### src/rtl/ebus_diag_reader.sv
// EBUS diagnostic reader: drives a diag read function, waits for the bus to settle,
// and captures one word (single mode) or all eight selects into a scan buffer.
module ebus_diag_reader #(
  parameter int SETTLE = 2,
  parameter int TMO    = 8
) (
  input  logic        clk,
  input  logic        rst_n,
  input  logic        start,
  input  logic        scan,
  input  logic [3:0]  func,
  input  logic [2:0]  sel,
  input  logic [0:35] ebus_data,
  input  logic        ebus_driving,
  input  logic [2:0]  rd_addr,
  output logic [6:0]  diag,
  output logic        diag_read,
  output logic        busy,
  output logic        done,
  output logic        timeout,
  output logic [0:35] data,
  output logic [0:35] rd_data
);

  localparam int DATA_W = 36;

  typedef enum logic [2:0] {
    S_IDLE,
    S_DRIVE,
    S_SETTLE,
    S_CAPTURE,
    S_NEXT,
    S_DONE
  } state_t;

  state_t state, state_nx;

  logic [3:0]        func_q;
  logic [2:0]        sel_q;
  logic              scan_q;
  logic [3:0]        settle_cnt;
  logic [3:0]        tmo_cnt;
  logic              miss;
  logic              miss_now;
  logic              settled;
  logic [0:DATA_W-1] cap_word;
  logic [0:DATA_W-1] buffer [8];

  function automatic logic [3:0] sat_dec(input logic [3:0] v);
    return (v == 4'd0) ? 4'd0 : v - 4'd1;
  endfunction

  assign settled  = (settle_cnt == 4'd0) && ebus_driving;
  assign miss_now = (state == S_SETTLE) && !ebus_driving && (tmo_cnt == 4'd0);
  // A select nobody answered is recorded as zero rather than whatever floats on the bus.
  assign cap_word = miss ? '0 : ebus_data;

  always_comb begin
    state_nx  = state;
    diag_read = 1'b0;
    busy      = 1'b1;
    done      = 1'b0;
    case (state)
      S_IDLE: begin
        busy = 1'b0;
        if (start) state_nx = S_DRIVE;
      end
      S_DRIVE: begin
        diag_read = 1'b1;
        state_nx  = S_SETTLE;
      end
      S_SETTLE: begin
        diag_read = 1'b1;
        if (settled || miss_now) state_nx = S_CAPTURE;
      end
      S_CAPTURE: begin
        diag_read = 1'b1;
        state_nx  = S_NEXT;
      end
      S_NEXT: begin
        // diag_read drops here so each select sees a fresh function edge.
        if (scan_q && (sel_q != 3'd7)) state_nx = S_DRIVE;
        else                           state_nx = S_DONE;
      end
      S_DONE: begin
        done     = 1'b1;
        state_nx = S_IDLE;
      end
      default: begin
        busy     = 1'b0;
        state_nx = S_IDLE;
      end
    endcase
  end

  always_ff @(posedge clk) begin
    if (!rst_n) begin
      state      <= S_IDLE;
      func_q     <= '0;
      sel_q      <= '0;
      scan_q     <= 1'b0;
      settle_cnt <= '0;
      tmo_cnt    <= '0;
      miss       <= 1'b0;
      timeout    <= 1'b0;
      data       <= '0;
      for (int i = 0; i < 8; i++) buffer[i] <= '0;
    end else begin
      state <= state_nx;
      case (state)
        S_IDLE: begin
          if (start) begin
            func_q  <= func;
            sel_q   <= scan ? 3'd0 : sel;
            scan_q  <= scan;
            timeout <= 1'b0;
          end
        end
        S_DRIVE: begin
          settle_cnt <= 4'(SETTLE - 1);
          tmo_cnt    <= 4'(TMO - 1);
          miss       <= 1'b0;
        end
        S_SETTLE: begin
          settle_cnt <= sat_dec(settle_cnt);
          if (!ebus_driving) tmo_cnt <= sat_dec(tmo_cnt);
          if (miss_now) begin
            miss    <= 1'b1;
            timeout <= 1'b1;
          end
        end
        S_CAPTURE: begin
          data <= cap_word;
          if (scan_q) buffer[sel_q] <= cap_word;
        end
        S_NEXT: begin
          if (scan_q && (sel_q != 3'd7)) sel_q <= sel_q + 3'd1;
        end
        default: ;
      endcase
    end
  end

  assign diag    = {func_q, sel_q};
  assign rd_data = buffer[rd_addr];

endmodule

### config.mk
export PLATFORM = sky130hd
export DESIGN_NAME = ebus_diag_reader
export DESIGN_NICKNAME = d
export VERILOG_FILES = /design/src/rtl/ebus_diag_reader.sv
export SDC_FILE = /design/constraint.sdc
export NUM_CORES = 1
export LEC_CHECK = 0
export BUFFER_PORTS_ARGS = -buffer_cell sky130_fd_sc_hd__buf_2
export CORE_AREA = 2 2 186 261
export DETAILED_ROUTE_END_ITERATION = 12
export DIE_AREA = 0 0 188 263
export PLACE_DENSITY = 0.5
export SYNTH_ARGS = -nofsm -noshare
export SYNTH_HDL_FRONTEND = slang
export SYNTH_SLANG_ARGS = --single-unit
### constraint.sdc
create_clock -name clk -period 4.6 [get_ports clk]
set_input_delay 0 -clock clk [delete_from_list [all_inputs] [get_ports clk]]
set_output_delay 0 -clock clk [all_outputs]
set_load 0.01 [all_outputs]
; ---- After elaboration in Yosys (flattened, before gate mapping)
; Memories as Yosys holds them, arrays and structs flattened.
; Index checks and enable logic that the tools add are counted.
[op_classes]
eq_ne = 11
addsub = 3
muxes = 29
mul = 0
shifts = 0
bitwise = 0
order_cmp = 0
n_div = 0
reduce_logical = 21
[ops]
columns = op, n
row1 = 36-bit two-way mux, 2
row2 = 36-bit OR reduction, 1
row3 = 3-bit two-way mux, 7
row4 = 4-bit case mux with 2 select lines, 2
row5 = 3-bit case mux with 5 select lines, 1
row6 = 4-bit two-way mux, 3
row7 = 1-bit two-way mux, 11
row8 = 4-bit logical NOT, 2
row9 = "2-bit != test, second input constant", 4
row10 = 2-bit AND reduction, 4
row11 = "4-bit by 1-bit subtractor with 4-bit output, second input constant", 2
row12 = "3-bit by 2-bit equality test with 1-bit output, second input constant", 2
row13 = "3-bit equality test, second input constant", 2
row14 = 3-bit case mux with 2 select lines, 1
row15 = 3-bit AND reduction, 2
row16 = 2-bit nonzero test, 3
row17 = 5-bit OR reduction, 1
row18 = 1-bit logical AND, 4
row19 = 1-bit case mux with 2 select lines, 2
row20 = "3-bit by 1-bit adder with 3-bit output, second input constant", 1
row21 = "3-bit by 1-bit equality test with 1-bit output, second input constant", 1
row22 = 3-bit logical NOT, 1
row23 = "3-bit != test, second input constant", 1
row24 = 3-bit OR reduction, 1
row25 = other kinds (3), 3
[word_totals]
ff_bits = 57
mem_bits_rw = 288
mem_count = 1
latch_bits = 0
mem_bits_ro = 0
[mem_list]
columns = memory, depth, width, read_ports, rd_clocked_by_memory_dff, write_ports, line_no
row1 = buffer, 8, 36, 1, 0, 8, 47  ; logic [0:DATA_W-1] buffer [8];

; ---- Longest topological paths before layout
; Gate-level depths: netlist of run 1.
[logic_depth]
ltp_word = 6
mapped_depth = 7
mapped_depth_nobuf = 6

; ---- Worst setup path before layout of run 1
; No wires, ideal clock.
[synth_path]
path_type = reg2reg
startpoint = reg sel_q[0]
endpoint = mem buffer[1][0] in the netlist's numbering (enable)
setup_time_ns = 0.394
t_arrival_ns = 2.092
path_slack_ns = 2.114
period_less_slack_ns = 2.486
path_stages_with_launch = 6
required_time_ns = 4.206
cell_sequence = dfxtp_1 inv_1 nor3_4 nand2_2 buf_6 nand2_1
[synth_lines]
columns = element, line_no
row1 = start: declaration, 39  ; logic [2:0] sel_q;
row2 = start signal: assignment, 114  ; sel_q <= scan ? 3'd0 : sel;
row3 = start signal: assignment, 137  ; if (scan_q && (sel_q != 3'd7)) sel_q <= sel_q + 3'd1;
row4 = end: declaration, 47

==> summary.md, run 1 <==
| Metric | Value |
|---|---|
| Final hold violation count | 0 |
| Number of distinct library cell variants in the gate-level netlist after synthesis | 50 |
| Die outline area | between 40000 and 50000 um2 |
| Num CTS Buffers | 37 |
| Worst hold-check path type | in -> reg |
| Cell Area, Synth | between 10000 and 15000 um2 |
| Peak supply drop | 0.000245 V |
| CTS clk-pin slew, worst paths | 0.06 ns |
| Final number of setup-violating endpoints | 0 |
| Proportion of synthesized chip area in sequential cells | 65.5% |
| Cells after Synth | 1108 |
| Final Max Tran Viols | 0 |
| Global-route usage over all layers | 15.1% |
| Via count of the first global-routing pass | roughly 9500 |
| Reg-to-reg endpoint | buffer[7][5] |
| Worst-margin pin slew | 1.19 ns |
| Worst Path Required | approximately 4.8 ns |
| TritonCTS clock tree | yes |
| Pin count of the biggest net entering global routing | 52 |
| Class of the most critical setup path | reg -> reg |
| Worst Path Max Fanout | 37 |
| Number of synthesized register bits | 345 |
| Instance count after placement with tap cells included | about 1800 |
| Global route total overflow | 0 |
| Clock tree root driver cell | sky130_fd_sc_hd__clkbuf_16 |
| Number of cell instances on the worst register-to-register path | 4 |
| Number of routed nets with antenna violations | 0 |
| Setup TNS | 0 ns |
| Cell area after placement | 15900 um2 |
| Inserted Diodes | 0 |
| Number of sinks handled by clock tree synthesis | ~350 |
| Post-synthesis async set-or-reset flop share | 0% |
| Insertion delay of the later-clocked pin in the worst-skew pair | 0.53 ns |
| Chain of cells forming the critical path | nand3b_4 -> nor3_4 -> nand3_4 -> nand2_2 |
| Detailed Route Iter0 Violations | 563 |
| Type of destination of the critical path | flip-flop |
| Min-delay src | ebus_data[21] |
| Wire length of the first global-routing pass | 56600 um |
| Area of the multi-input gates | between 4000 and 5000 um2 |
| Delay of the slowest critical-path stage | 0.92 ns |
| Post-route minimum period | about 3.1 ns |
| Post-placement setup slack | 1.41 ns |
| Status | finished, final reports clean |
| First-pass DRT Iterations | 5 |
| Antenna violations before repair | 0 |
| Final Cycle Share | 67.6% |
| Half-perimeter wire length after detailed placement | 21500 um |
| Synth Flop Type | sky130_fd_sc_hd__edfxtp_1 |
| WHS Path Cells | 3 |
| Relative slew slack | 20.4% |
| Average wire per cell in the routed design | 19.8 um |
| Top-level I/O count | 134 |
| Vias/cell | between 4 and 5 |
| Clock skew | between 0.01 and 0.015 ns |
| DRC Markers | 0 |
| Post-layout net count | 1263 |
| Average footprint of a synthesized cell | ~13 um2 |
| Slack of the worst reg-to-reg path | 1.49 ns |
| Syn. warnings | 0 |
| Hold path endpoint | buffer[0][14] |
| Total routed wirelength | 36700 um |
| Critical Path Start Type | flip-flop |
| IO Port Bufs | 133 |
| Area of all sequential standard cells | 9790 um2 |
| Core Area | between 40000 and 50000 um2 |
| Finished Cell Area | roughly 17000 um2 |
| Relative area change from synthesis to final layout | 15.6% |
| Number of max-cap violations | 0 |
| Maximum clock path buffer count | 3 |
| Number of placement rows | 94 |
| Effective utilization at floorplan | 31.8% |
| Height of the die | 263 um |
| Synthesized net count | 1162 |
| Fraction of layout instances using a drive strength above 1 | 26.8% |
| Standby leakage power | roughly 6.4 nW |
| Slowest stage cell, crit path | sky130_fd_sc_hd__nand2_2 |
| Final standard cell count with taps included and fillers excluded | 1860 |
| Filler cells | about 4500 |
| Setup repair after global routing missed its margin | no |
| Routed via count | 8794 |
| Worst reg2reg startpoint | state[2] |
| Power density over the cells | ~400 nW/um2 |
| Die X-Extent | 188 um |
| WP data arrival | 3.26 ns |
| Max Clk Rate | 0.321 GHz |
| H-tree Lvls | 2 |
| Routability cong. | slightly above 0.7 |
| Post-synth EDFFs | between 200 and 300 |
| Post-route worst setup slack | between 1 and 1.5 ns |
==> power breakdown <==
part	total (W)	switching, W	internal (W)
sequential	0.00357	0.0000718	0.00350
combinational	0.000644	0.000390	0.000254
clock	0.00283	0.00123	0.00161
total	0.00705	0.00169	0.00536
==> worst max-delay path: cells and delay by family (launching register included) <==
family / cells / cell delay (ns)
flip-flops: 1 / 0.46
AND/OR/NAND/NOR: 4 / 2.24
==> worst max path at each step <==
stage          depth (start not counted)       endpoint     start  slack, ns
2_1_floorplan                          5   buffer[1][0]  sel_q[0]       2.11
6_report                               4   buffer[7][5]  state[2]       1.49
5_1_grt                                4   buffer[7][5]  state[0]       1.22
3_5_place_dp                           4  buffer[7][21]  state[2]       1.41
3_3_place_gp                           4  buffer[7][21]  state[2]       1.48
4_1_cts                                4  buffer[7][34]  state[0]       1.39
==> cell type report <==
class / count / area share [%]
sequential: 345 / 56.7
multi-input combinational: 654 / 26.6
clock buffer: 48 / 5.85
timing repair buffer: 164 / 5.51
tap: 624 / 4.52
clock inverter: 18 / 0.696
inverter: 7 / 0.152
==> synthesized netlist by cell type, types with 5 or more instances <==
| cell | n | share of area [%] |
|---|---|---|
| sky130_fd_sc_hd__buf_2 | 25 | 0.84 |
| sky130_fd_sc_hd__nor2_1 | 376 | 9.4 |
| sky130_fd_sc_hd__mux4_2 | 72 | 11 |
| sky130_fd_sc_hd__clkbuf_1 | 49 | 1.2 |
| sky130_fd_sc_hd__a21oi_1 | 47 | 1.6 |
| sky130_fd_sc_hd__nand2_1 | 17 | 0.43 |
| sky130_fd_sc_hd__mux2i_1 | 6 | 0.40 |
| sky130_fd_sc_hd__buf_6 | 18 | 1.4 |
| sky130_fd_sc_hd__buf_1 | 7 | 0.18 |
| sky130_fd_sc_hd__mux2_2 | 36 | 2.7 |
| sky130_fd_sc_hd__dfxtp_1 | 57 | 7.6 |
| sky130_fd_sc_hd__nand2_2 | 6 | 0.25 |
| sky130_fd_sc_hd__inv_1 | 6 | 0.15 |
| sky130_fd_sc_hd__o21ai_0 | 5 | 0.17 |
| sky130_fd_sc_hd__nand2b_1 | 40 | 1.7 |
| sky130_fd_sc_hd__edfxtp_1 | 288 | 58 |
==> layer usage <==
metal / global-route usage (%) / share of wire (%) / vias to the layer above
met1: 17.7 / 40 / 4418
met3: 2.63 / 4.6 / 56
met2: 28.2 / 53 / 205
met4: 4.45 / 2.2 / 0
met5: 0 / 0 / -
li1: - / - / 4115
==> what timing repair did <==
action | in CTS | in global routing
hold buffers | 19 | 0
hold endpoints to repair | 46 | 0
gates resized for setup | 0 | 0
setup buffers | 0 | 0
==> cells by family after synthesis <==
logic type                 count (synthesis)  share of synthesized area, %
buffers and inverters                    109                          3.91
muxes                                    114                          14.0
AOI/OAI and AO/OA                         66                          2.64
DFF                                      345                          65.5
and+or+nand+nor                          470                          13.7
adders and majority gates                  3                         0.251
xor gates and xnor gates                   1                        0.0586
==> state kept, by name, indices dropped and copies added (netlist names), 3 cells and up <==
register    count
data           36
func_q          4
settle_cnt      4
buffer        288
tmo_cnt         4
sel_q           3
state           3
==> metrics by stage <==
step | hold WS [ns] | utilization (%) | total power (W)
2_1_floorplan | 0.125 | - | 0.00406
3_3_place_gp | 0.238 | 34.0 | 0.00427
3_5_place_dp | 0.250 | 34.0 | 0.00428
4_1_cts | 0.000610 | 36.8 | 0.00714
5_1_grt | 0.0342 | 36.8 | 0.00732
6_report | 0.0104 | 36.8 | 0.00705
==> layout by cell type, fill, tap and decap left out, types with 2 or more instances in the layout <==
| cell | count |
|---|---|
| sky130_fd_sc_hd__a211oi_1 | 3 |
| sky130_fd_sc_hd__a21oi_1 | 47 |
| sky130_fd_sc_hd__a311oi_1 | 2 |
| sky130_fd_sc_hd__and2_1 | 2 |
| sky130_fd_sc_hd__buf_2 | 131 |
| sky130_fd_sc_hd__buf_4 | 14 |
| sky130_fd_sc_hd__clkbuf_1 | 9 |
| sky130_fd_sc_hd__clkbuf_16 | 39 |
| sky130_fd_sc_hd__clkinv_1 | 7 |
| sky130_fd_sc_hd__clkinv_2 | 5 |
| sky130_fd_sc_hd__clkinvlp_4 | 4 |
| sky130_fd_sc_hd__dfxtp_1 | 56 |
| sky130_fd_sc_hd__dlygate4sd3_1 | 19 |
| sky130_fd_sc_hd__edfxtp_1 | 288 |
| sky130_fd_sc_hd__ha_1 | 3 |
| sky130_fd_sc_hd__inv_1 | 6 |
| sky130_fd_sc_hd__mux2_2 | 36 |
| sky130_fd_sc_hd__mux2i_1 | 6 |
| sky130_fd_sc_hd__mux4_2 | 72 |
| sky130_fd_sc_hd__nand2_1 | 9 |
| sky130_fd_sc_hd__nand2_2 | 14 |
| sky130_fd_sc_hd__nand2b_1 | 40 |
| sky130_fd_sc_hd__nor2_1 | 376 |
| sky130_fd_sc_hd__nor2b_1 | 4 |
| sky130_fd_sc_hd__nor3_1 | 4 |
| sky130_fd_sc_hd__nor3_4 | 2 |
| sky130_fd_sc_hd__o21ai_0 | 5 |
| sky130_fd_sc_hd__o31ai_1 | 3 |
| sky130_fd_sc_hd__or3_1 | 2 |
| sky130_fd_sc_hd__or3b_1 | 3 |
(Power assumes the default switching activity.)
==> run 2: changes to the inputs <==
--- a/config.mk
+++ b/config.mk
@@ -9,7 +9,7 @@
 export CORE_AREA = 2 2 186 261
 export DETAILED_ROUTE_END_ITERATION = 12
 export DIE_AREA = 0 0 188 263
-export PLACE_DENSITY = 0.5
+export PLACE_DENSITY = 0.52
 export SYNTH_ARGS = -nofsm -noshare
 export SYNTH_HDL_FRONTEND = slang
 export SYNTH_SLANG_ARGS = --single-unit
==> constraint.sdc (replaced) <==
create_clock -name clk -period 2.8 [get_ports clk]
set_input_delay 0 -clock clk [delete_from_list [all_inputs] [get_ports clk]]
set_output_delay 0 -clock clk [all_outputs]
set_load 0.01 [all_outputs]
==> run 2 against run 1 <==
Sequential share of layout area decreased by 1.1 points. Design area increased by 2.0%. Non-clock buffer count increased by 18. Critical path type unchanged. Sequential cell count unchanged. Maximum frequency increased by 36%. Setup slack got worse by 0.97 ns. Clock power increased by 71%. Largest power group unchanged. Combinational power increased by 74%. Die area unchanged. Clock-buffer cell count increased by 2.
==> summary.md, run 2 (synthesis results as in run 1) <==
| Metric | Value |
|---|---|
| Area of all sequential standard cells | 9790 um2 (about the same) |
| Post-route minimum period | 2.28 ns (-0.831 ns) |
| Worst Path Max Fanout | 15 (-59%) |
| Final number of setup-violating endpoints | 0 (unchanged) |
| Total routed wirelength | 38100 um (+3.7%) |
| TritonCTS clock tree | yes |
| Register containing the most flip-flops in the final layout | buffer |
| Area of the multi-input gates | 4590 um2 (unchanged) |
| Average wire per cell in the routed design | 20.3 um (+2.6%) |
| Number of routed nets with antenna violations | 0 (unchanged) |
| Effective utilization at floorplan | 31.8% (unchanged) |
| Die outline area | 49400 um2 (unchanged) |
| Number of sinks handled by clock tree synthesis | 345 (unchanged) |
| Fraction of layout instances using a drive strength above 1 | 28.0% (+1.2 points) |
| WP data arrival | 2.51 ns (-0.75 ns) |
| Worst Path Required | 3.03 ns (-1.72 ns) |
| Detailed Route Iter0 Violations | 584 (+3.7%) |
| Most frequent cells in the layout | sky130_fd_sc_hd__nor2_1 (376), sky130_fd_sc_hd__edfxtp_1 (288), sky130_fd_sc_hd__buf_2 (131) |
| Setup TNS | 0 ns (unchanged) |
| Clock skew | 0.0180 ns (+0.00378 ns) |
| Number of placement rows | 94 (unchanged) |
| Instance count after placement with tap cells included | 1794 (+1.1%) |
| Global route total overflow | 0 (unchanged) |
| Relative slew slack | 51.1% (+31 points) |
| Critical Path Start Type | flip-flop |
| Postcts setup bufs | 0 (unchanged) |
| Half-perimeter wire length after detailed placement | 22400 um (+4.3%) |
| Core Area | 46900 um2 (unchanged) |
| Post-layout net count | 1281 (+1.4%) |
| Flip-flop count of the largest register after layout | 288 (unchanged) |
| Top flop regs | buffer (288), data (36) |
| Most common library cell in the layout ignoring fill and taps | sky130_fd_sc_hd__nor2_1 |
| Antenna violations before repair | 0 (unchanged) |
| Power density over the cells | 670 nW/um2 (+64%) |
| Class of the most critical setup path | reg -> reg |
| Num CTS Buffers | 37 (unchanged) |
| Number of max-cap violations | 0 (unchanged) |
| First-pass DRT Iterations | 5 (unchanged) |
| Via count of the first global-routing pass | 9411 (-0.80%) |
| Worst-margin pin slew | 0.732 ns (-0.458 ns) |
| Type of destination of the critical path | flip-flop |
| Number of gates resized after CTS | 0 (unchanged) |
| DRC Markers | 0 (unchanged) |
| Relative area change from synthesis to final layout | 17.8% |
| Insertion delay of the later-clocked pin in the worst-skew pair | 0.53 ns (about the same) |
| Worst hold-check path type | in -> reg |
| Global-route usage over all layers | 15.5% (+0.33 points) |
| IO Port Bufs | 133 (unchanged) |
| Status | finished, final reports clean |
| Final standard cell count with taps included and fillers excluded | 1880 (+1.1%) |
| Vias/cell | 4.78 (+0.99%) |
| Routed via count | 8977 (+2.1%) |
| Filler cells | 4443 (-1.2%) |
| Die X-Extent | 188 um (unchanged) |
| Setup repair after global routing missed its margin | no |
| Post-route worst setup slack | 0.520 ns (-0.969 ns) |
| CTS clk-pin slew, worst paths | 0.06 ns (about the same) |
| Height of the die | 263 um (unchanged) |
| Peak supply drop | 0.000445 V (+81%) |
| Final Max Tran Viols | 0 (unchanged) |
| Pin count of the biggest net entering global routing | 73 (+40%) |
| Wire length of the first global-routing pass | 57900 um (+2.3%) |
| Standby leakage power | 6.59 nW (+2.7%) |
| Final Cycle Share | 81.4% (+14 points) |
| Clock tree root driver cell | sky130_fd_sc_hd__clkbuf_16 |
| Routability cong. | 0.721 (-0.11%) |
| Final hold violation count | 0 (unchanged) |
| Total power draw | 0.0118 W (+67%) |
| Post-placement setup slack | 0.502 ns (-0.904 ns) |
| Maximum clock path buffer count | 3 (unchanged) |
| Max Clk Rate | 0.439 GHz (+36%) |
| Top-level I/O count | 134 (unchanged) |
| H-tree Lvls | 2 (unchanged) |
run 2: where the power goes:
part | internal [W] | switching, W | total, W | leakage [nW]
clock network | 0.00284 | 0.00200 | 0.00483 | 0.571
logic | 0.000455 | 0.000669 | 0.00112 | 2.58
registers | 0.00574 | 0.000102 | 0.00584 | 3.44
run 2: routing by layer:
metal	part of all wire (%)	GRT usage [%]	routed length (um)
met4	2.0	4.23	752
met1	42	19.1	15900
met3	4.1	2.25	1550
met5	0	0	0
met2	52	28.1	19900
run 2: final timing paths:
kind / cells after the start / slack (ns) / from / end
max: 5 / 0.52 / state[0] / buffer[3][28]
min: 3 / 0.01 / ebus_data[5] / buffer[2][30]
max reg2reg: 5 / 0.52 / state[0] / buffer[3][28]
min reg2reg: 2 / 0.47 / timeout / timeout
run 2: area by class of cell:
cell class / count / area share, %
Clock inverter: 17 / 0.945
Timing Repair Buffer: 182 / 7.01
Inverter: 7 / 0.149
Tap cell: 624 / 4.44
Antenna cell: 1 / 0.0142
Sequential cell: 345 / 55.6
Clock buffer: 50 / 5.78
Multi-Input combinational cell: 654 / 26.1
run 2: what timing repair did:
item	4_1_cts	5_1_grt
hold endpoints to repair	37	0
endpoints found under the setup margin	0	0
hold buffers	18	0
run 2: worst max-delay path, cell delays in order, from the launching register on:
cell and delay (ns):
sky130_fd_sc_hd__dfxtp_1 0.56, sky130_fd_sc_hd__nand3b_4 0.29, sky130_fd_sc_hd__nor3_4 0.38, sky130_fd_sc_hd__nand2_2 0.10
sky130_fd_sc_hd__nand2_2 0.42, sky130_fd_sc_hd__buf_12 0.23
run 2: through the flow:
stage | hold slack, ns | utilization (%) | cell area [um2]
4_1_cts | 0.00178 | 37.5 | 17600
6_report | 0.00955 | 37.5 | 17600
2_1_floorplan | 0.125 | - | 14900
3_3_place_gp | 0.235 | 34.6 | 16200
3_5_place_dp | 0.246 | 34.6 | 16200
5_1_grt | 0.0472 | 37.5 | 17600
